`src/rtl/serial_frame_receiver.sv`:
```
// UART-style frame receiver (start 0, DATA_W bits LSB-first, stop 1) with a one-entry valid/ready output buffer.
// Define SERIAL_FRAME_PARITY_CHECK_EN to add an odd-parity bit between the data bits and the stop bit.
module serial_frame_receiver #(
  parameter int DATA_W = 8
) (
  input  logic              clk,
  input  logic              resetn,
  input  logic              in,
  output logic [DATA_W-1:0] out_data,
  output logic              out_valid,
  input  logic              out_ready,
  output logic              frame_err,
  output logic              overrun,
  output logic              parity_err
);

  localparam int CNT_W = $clog2(DATA_W);
  localparam logic [CNT_W-1:0] LAST_BIT = CNT_W'(DATA_W - 1);

  typedef enum logic [2:0] {
    IDLE,
    DATA,
`ifdef SERIAL_FRAME_PARITY_CHECK_EN
    PARITY,
`endif
    STOP,
    ERR_WAIT
  } state_t;

  state_t            state, state_n;
  logic [CNT_W-1:0]  bit_cnt, bit_cnt_n;
  logic [DATA_W-1:0] shift_reg, shift_n;
  logic [DATA_W-1:0] out_data_n;
  logic              out_valid_n;
  logic              frame_err_n;
  logic              overrun_n;
  logic              frame_good;
`ifdef SERIAL_FRAME_PARITY_CHECK_EN
  logic              parity_bit, parity_bit_n;
  logic              parity_err_q, parity_err_n;
`endif

  always_comb begin
    state_n     = state;
    bit_cnt_n   = bit_cnt;
    shift_n     = shift_reg;
    out_data_n  = out_data;
    out_valid_n = out_valid;
    frame_err_n = 1'b0;
    overrun_n   = 1'b0;
    frame_good  = 1'b0;
`ifdef SERIAL_FRAME_PARITY_CHECK_EN
    parity_bit_n = parity_bit;
    parity_err_n = 1'b0;
`endif

    unique case (state)
      IDLE: begin
        if (!in) begin
          state_n   = DATA;
          bit_cnt_n = '0;
        end
      end
      DATA: begin
        shift_n   = {in, shift_reg[DATA_W-1:1]};
        bit_cnt_n = bit_cnt + 1'b1;
        if (bit_cnt == LAST_BIT) begin
`ifdef SERIAL_FRAME_PARITY_CHECK_EN
          state_n = PARITY;
`else
          state_n = STOP;
`endif
        end
      end
`ifdef SERIAL_FRAME_PARITY_CHECK_EN
      PARITY: begin
        parity_bit_n = in;
        state_n      = STOP;
      end
`endif
      STOP: begin
        if (in) begin
          state_n = IDLE;
`ifdef SERIAL_FRAME_PARITY_CHECK_EN
          if (^{shift_reg, parity_bit}) frame_good   = 1'b1;
          else                          parity_err_n = 1'b1;
`else
          frame_good = 1'b1;
`endif
        end else begin
          frame_err_n = 1'b1;
          state_n     = ERR_WAIT;
        end
      end
      ERR_WAIT: begin
        if (in) state_n = IDLE;
      end
      default: state_n = IDLE;
    endcase

    // A consumer handshake frees the slot, so a frame finishing on the same edge can take it.
    if (out_valid && out_ready) out_valid_n = 1'b0;
    if (frame_good) begin
      if (!out_valid || out_ready) begin
        out_data_n  = shift_reg;
        out_valid_n = 1'b1;
      end else begin
        overrun_n = 1'b1;
      end
    end
  end

  always_ff @(posedge clk) begin
    if (!resetn) begin
      state     <= IDLE;
      bit_cnt   <= '0;
      shift_reg <= '0;
      out_data  <= '0;
      out_valid <= 1'b0;
      frame_err <= 1'b0;
      overrun   <= 1'b0;
`ifdef SERIAL_FRAME_PARITY_CHECK_EN
      parity_bit   <= 1'b0;
      parity_err_q <= 1'b0;
`endif
    end else begin
      state     <= state_n;
      bit_cnt   <= bit_cnt_n;
      shift_reg <= shift_n;
      out_data  <= out_data_n;
      out_valid <= out_valid_n;
      frame_err <= frame_err_n;
      overrun   <= overrun_n;
`ifdef SERIAL_FRAME_PARITY_CHECK_EN
      parity_bit   <= parity_bit_n;
      parity_err_q <= parity_err_n;
`endif
    end
  end

`ifdef SERIAL_FRAME_PARITY_CHECK_EN
  assign parity_err = parity_err_q;
`else
  assign parity_err = 1'b0;
`endif

endmodule

```
`config.mk`:
```
export PLATFORM = sky130hd
export DESIGN_NAME = serial_frame_receiver
export DESIGN_NICKNAME = d
export VERILOG_FILES = /design/src/rtl/serial_frame_receiver.sv
export SDC_FILE = /design/constraint.sdc
export NUM_CORES = 1
export LEC_CHECK = 0
export ABC_CLOCK_PERIOD_IN_PS = 1130
export BUFFER_PORTS_ARGS = -buffer_cell sky130_fd_sc_hd__buf_2
export CORE_ASPECT_RATIO = 0.6
export CORE_MARGIN = 1
export CORE_UTILIZATION = 27
export CTS_CLUSTER_DIAMETER = 200
export DETAILED_ROUTE_END_ITERATION = 8
export PLACE_DENSITY = 0.5
export SLEW_MARGIN = 20
export SYNTH_ARGS = -nofsm -noshare
export SYNTH_HDL_FRONTEND = slang
export SYNTH_SLANG_ARGS = --single-unit
```
`constraint.sdc`:
```
create_clock -name clk -period 1.13 [get_ports clk]
set_input_delay 0 -clock clk [delete_from_list [all_inputs] [get_ports clk]]
set_output_delay 0 -clock clk [all_outputs]
set_load 0.02 [all_outputs]
```
==> results.ini <==
[sta]
period_needed_ns=1.056
final_hold_viol_count=0
max_freq_ghz=0.9471
fin_crit_sh_pct=93.44
fin_skew_ns=0.0009577
setup_viol=0
rsz0062_at_grt=false
finalSetupTns_ns=0
drv_slew=0
final.setup.worst_slack_ns=0.07417

[worst_setup_path]
worstPathMaxFanout=5
crit_required_ns=1.29
end_kind=flip-flop
critPathArrivalTime_ns=1.22
start_kind=flip-flop
crit_type=reg -> reg

[clock_tree]
cts_tree=yes
cts_sinks=24
insertion_delay_ns=0.27
clock_path_buffers=2
cts_made_buffers=3
cts_hold_buf=0
clk_pin_slew_worst_paths_ns=0.08
clockRootBuffer=clkbuf_8
cts_max_level=1

[placement]
io_buffers=14
dp_hpwl_um=1191
gp_congestion=0.6638
dp_slack_ns=0.04656

[floorplanning]
core_um2=3323
fp.dieArea_um2=3805
io_pins=16
rows=16
dieHeight_um=48.18
die_width_um=78.97
start_util_pct=28.88

[grt]
grt_pass1_wl_um=2608
first_global_vias=560
grt_usage_pct=9.518
grt_overflow=0
grt_max_degree=33
grt_antenna_before_repair=0

[synthesis]
syn_area_um2=959.7
synth_nets=112
synth_seq_cells=24
avgSynthCellArea_um2=9.053
synth.distinct_cells=22
synthCells=106
yosysWarnings=0
synth_seq_area_share_pct=50.07

[route]
vias=718
drt-vias-per-instance=4.299
drtAntennaViolNets=0
drtPass1Iterations=4
drt_iter0_markers=35
drc=0
wl_um=1773
wire_per_inst_um=10.62

[layout]
multiInputGateArea_um2=451.7
num-fill-cells=374
layout-drive-gt1-share_pct=21.31
diodes=0
fin_util_pct=35.32
ff_latch_area_um2=481.7
syn_to_final_growth_pct=22.30
nets=129

[job]
drv_cap=0

[power]
ir_worst_vdd_mv=0.3654
power.total_mw=1.532
p_leak_nw=0.4665
power_density_nw_per_um2=1305

[hold_path]
hp-class=in -> reg

[outcome]
status=complete, no violations

worst max-delay path, cell delays in order, from the launching register on:
cell and delay [ns]:
dfxtp_1 0.40, and2b_1 0.25, o311a_1 0.30
where the power goes:
group | switching (mW) | total, mW | internal, mW
sequential | 0.00840 | 0.864 | 0.856
combinational | 0.0508 | 0.0863 | 0.0355
clock | 0.270 | 0.581 | 0.311
cell families after synthesis:
logic type,after synthesis,share of synthesized area (%)
other cells,1,0.3908
compound gates,15,11.21
flops,24,50.07
fa+ha+maj,2,2.607
simple gates,49,23.47
mux,8,8.345
buf+inv,7,3.911
layout by cell type (no fill, tap or decap), drive strengths merged:
cell    netlist  final
nand2        38     38
nor3b         1      1
conb          1      1
and2b         2      2
clkbuf        3      4
inv           1      1
nand3b        1      1
o21ai         2      2
buf           3     18
or2b          1      1
dfxtp        24     24
nor2b         2      2
and3          1      1
nand2b        1      1
a21oi         1      1
ha            2      2
o311a         1      1
a21boi       11     11
nor2          2      2
mux2i         8      8
cell usage after synthesis:
master / count / area share, %
nand2_1: 38 / 15
dfxtp_1: 24 / 50
a21boi_0: 11 / 8.6
mux2i_1: 8 / 8.3
buf_4: 3 / 2.3
clkbuf_1: 3 / 1.2
ha_1: 2 / 2.6
nor2b_1: 2 / 1.3
o21ai_0: 2 / 1.0
a21oi_1: 1 / 0.52
and2b_1: 1 / 0.78
and2b_2: 1 / 0.91
and3_1: 1 / 0.65
conb_1: 1 / 0.39
inv_1: 1 / 0.39
nand2b_1: 1 / 0.65
nand3b_2: 1 / 1.2
nor2_1: 1 / 0.39
nor2_4: 1 / 1.2
nor3b_1: 1 / 0.78
o311a_1: 1 / 1.0
or2b_1: 1 / 0.78
area by class of cell:
class	instances	area share, %
flip-flops and latches	24	41.04
multi-input cells	75	38.49
repair buffers	18	10.66
well taps	45	4.797
clock buffers	4	4.691
inverters	1	0.3198
per-layer routing:
metal | global-route usage, % | part of all wire [%] | up-vias
li1 | - | - | 376
met1 | 12.75 | 56 | 321
met2 | 12.93 | 37 | 17
met3 | 5.047 | 6.2 | 4
met4 | 3.273 | 0.90 | 0
met5 | 0 | 0 | -
metrics by stage:
| step | instances | hold slack, ns | instance area (um^2) |
|---|---|---|---|
| after detailed placement | 163 | 0.3061 | 1107 |
| after floorplan | 106 | 0.1450 | 959.7 |
| after global routing | 167 | 0.03820 | 1174 |
| after global placement | 163 | 0.3168 | 1107 |
| after CTS | 167 | 0.01644 | 1162 |
| final | 167 | 0.03570 | 1174 |
worst paths after layout:
path / slack [ns] / from / cells past startpoint / endpoint
worst max-delay path: 0.07 / state[0]$_SDFFE_PN0P_ / 2 / bit_cnt[0]$_SDFFE_PN0P_
worst min-delay path: 0.04 / in / 3 / shift_reg[7]$_SDFFE_PN0N_
worst max register to register: 0.07 / state[0]$_SDFFE_PN0P_ / 2 / bit_cnt[0]$_SDFFE_PN0P_
worst min register to register: 0.46 / out_data[7]$_SDFFE_PN0P_ / 2 / out_data[7]$_SDFFE_PN0P_
what timing repair did:
item                                    in CTS  in global routing
buffers inserted                             0                  0
endpoints found under the setup margin       0                 15
resized for setup                            0                  3
Power figures use the tool's default switching activity.
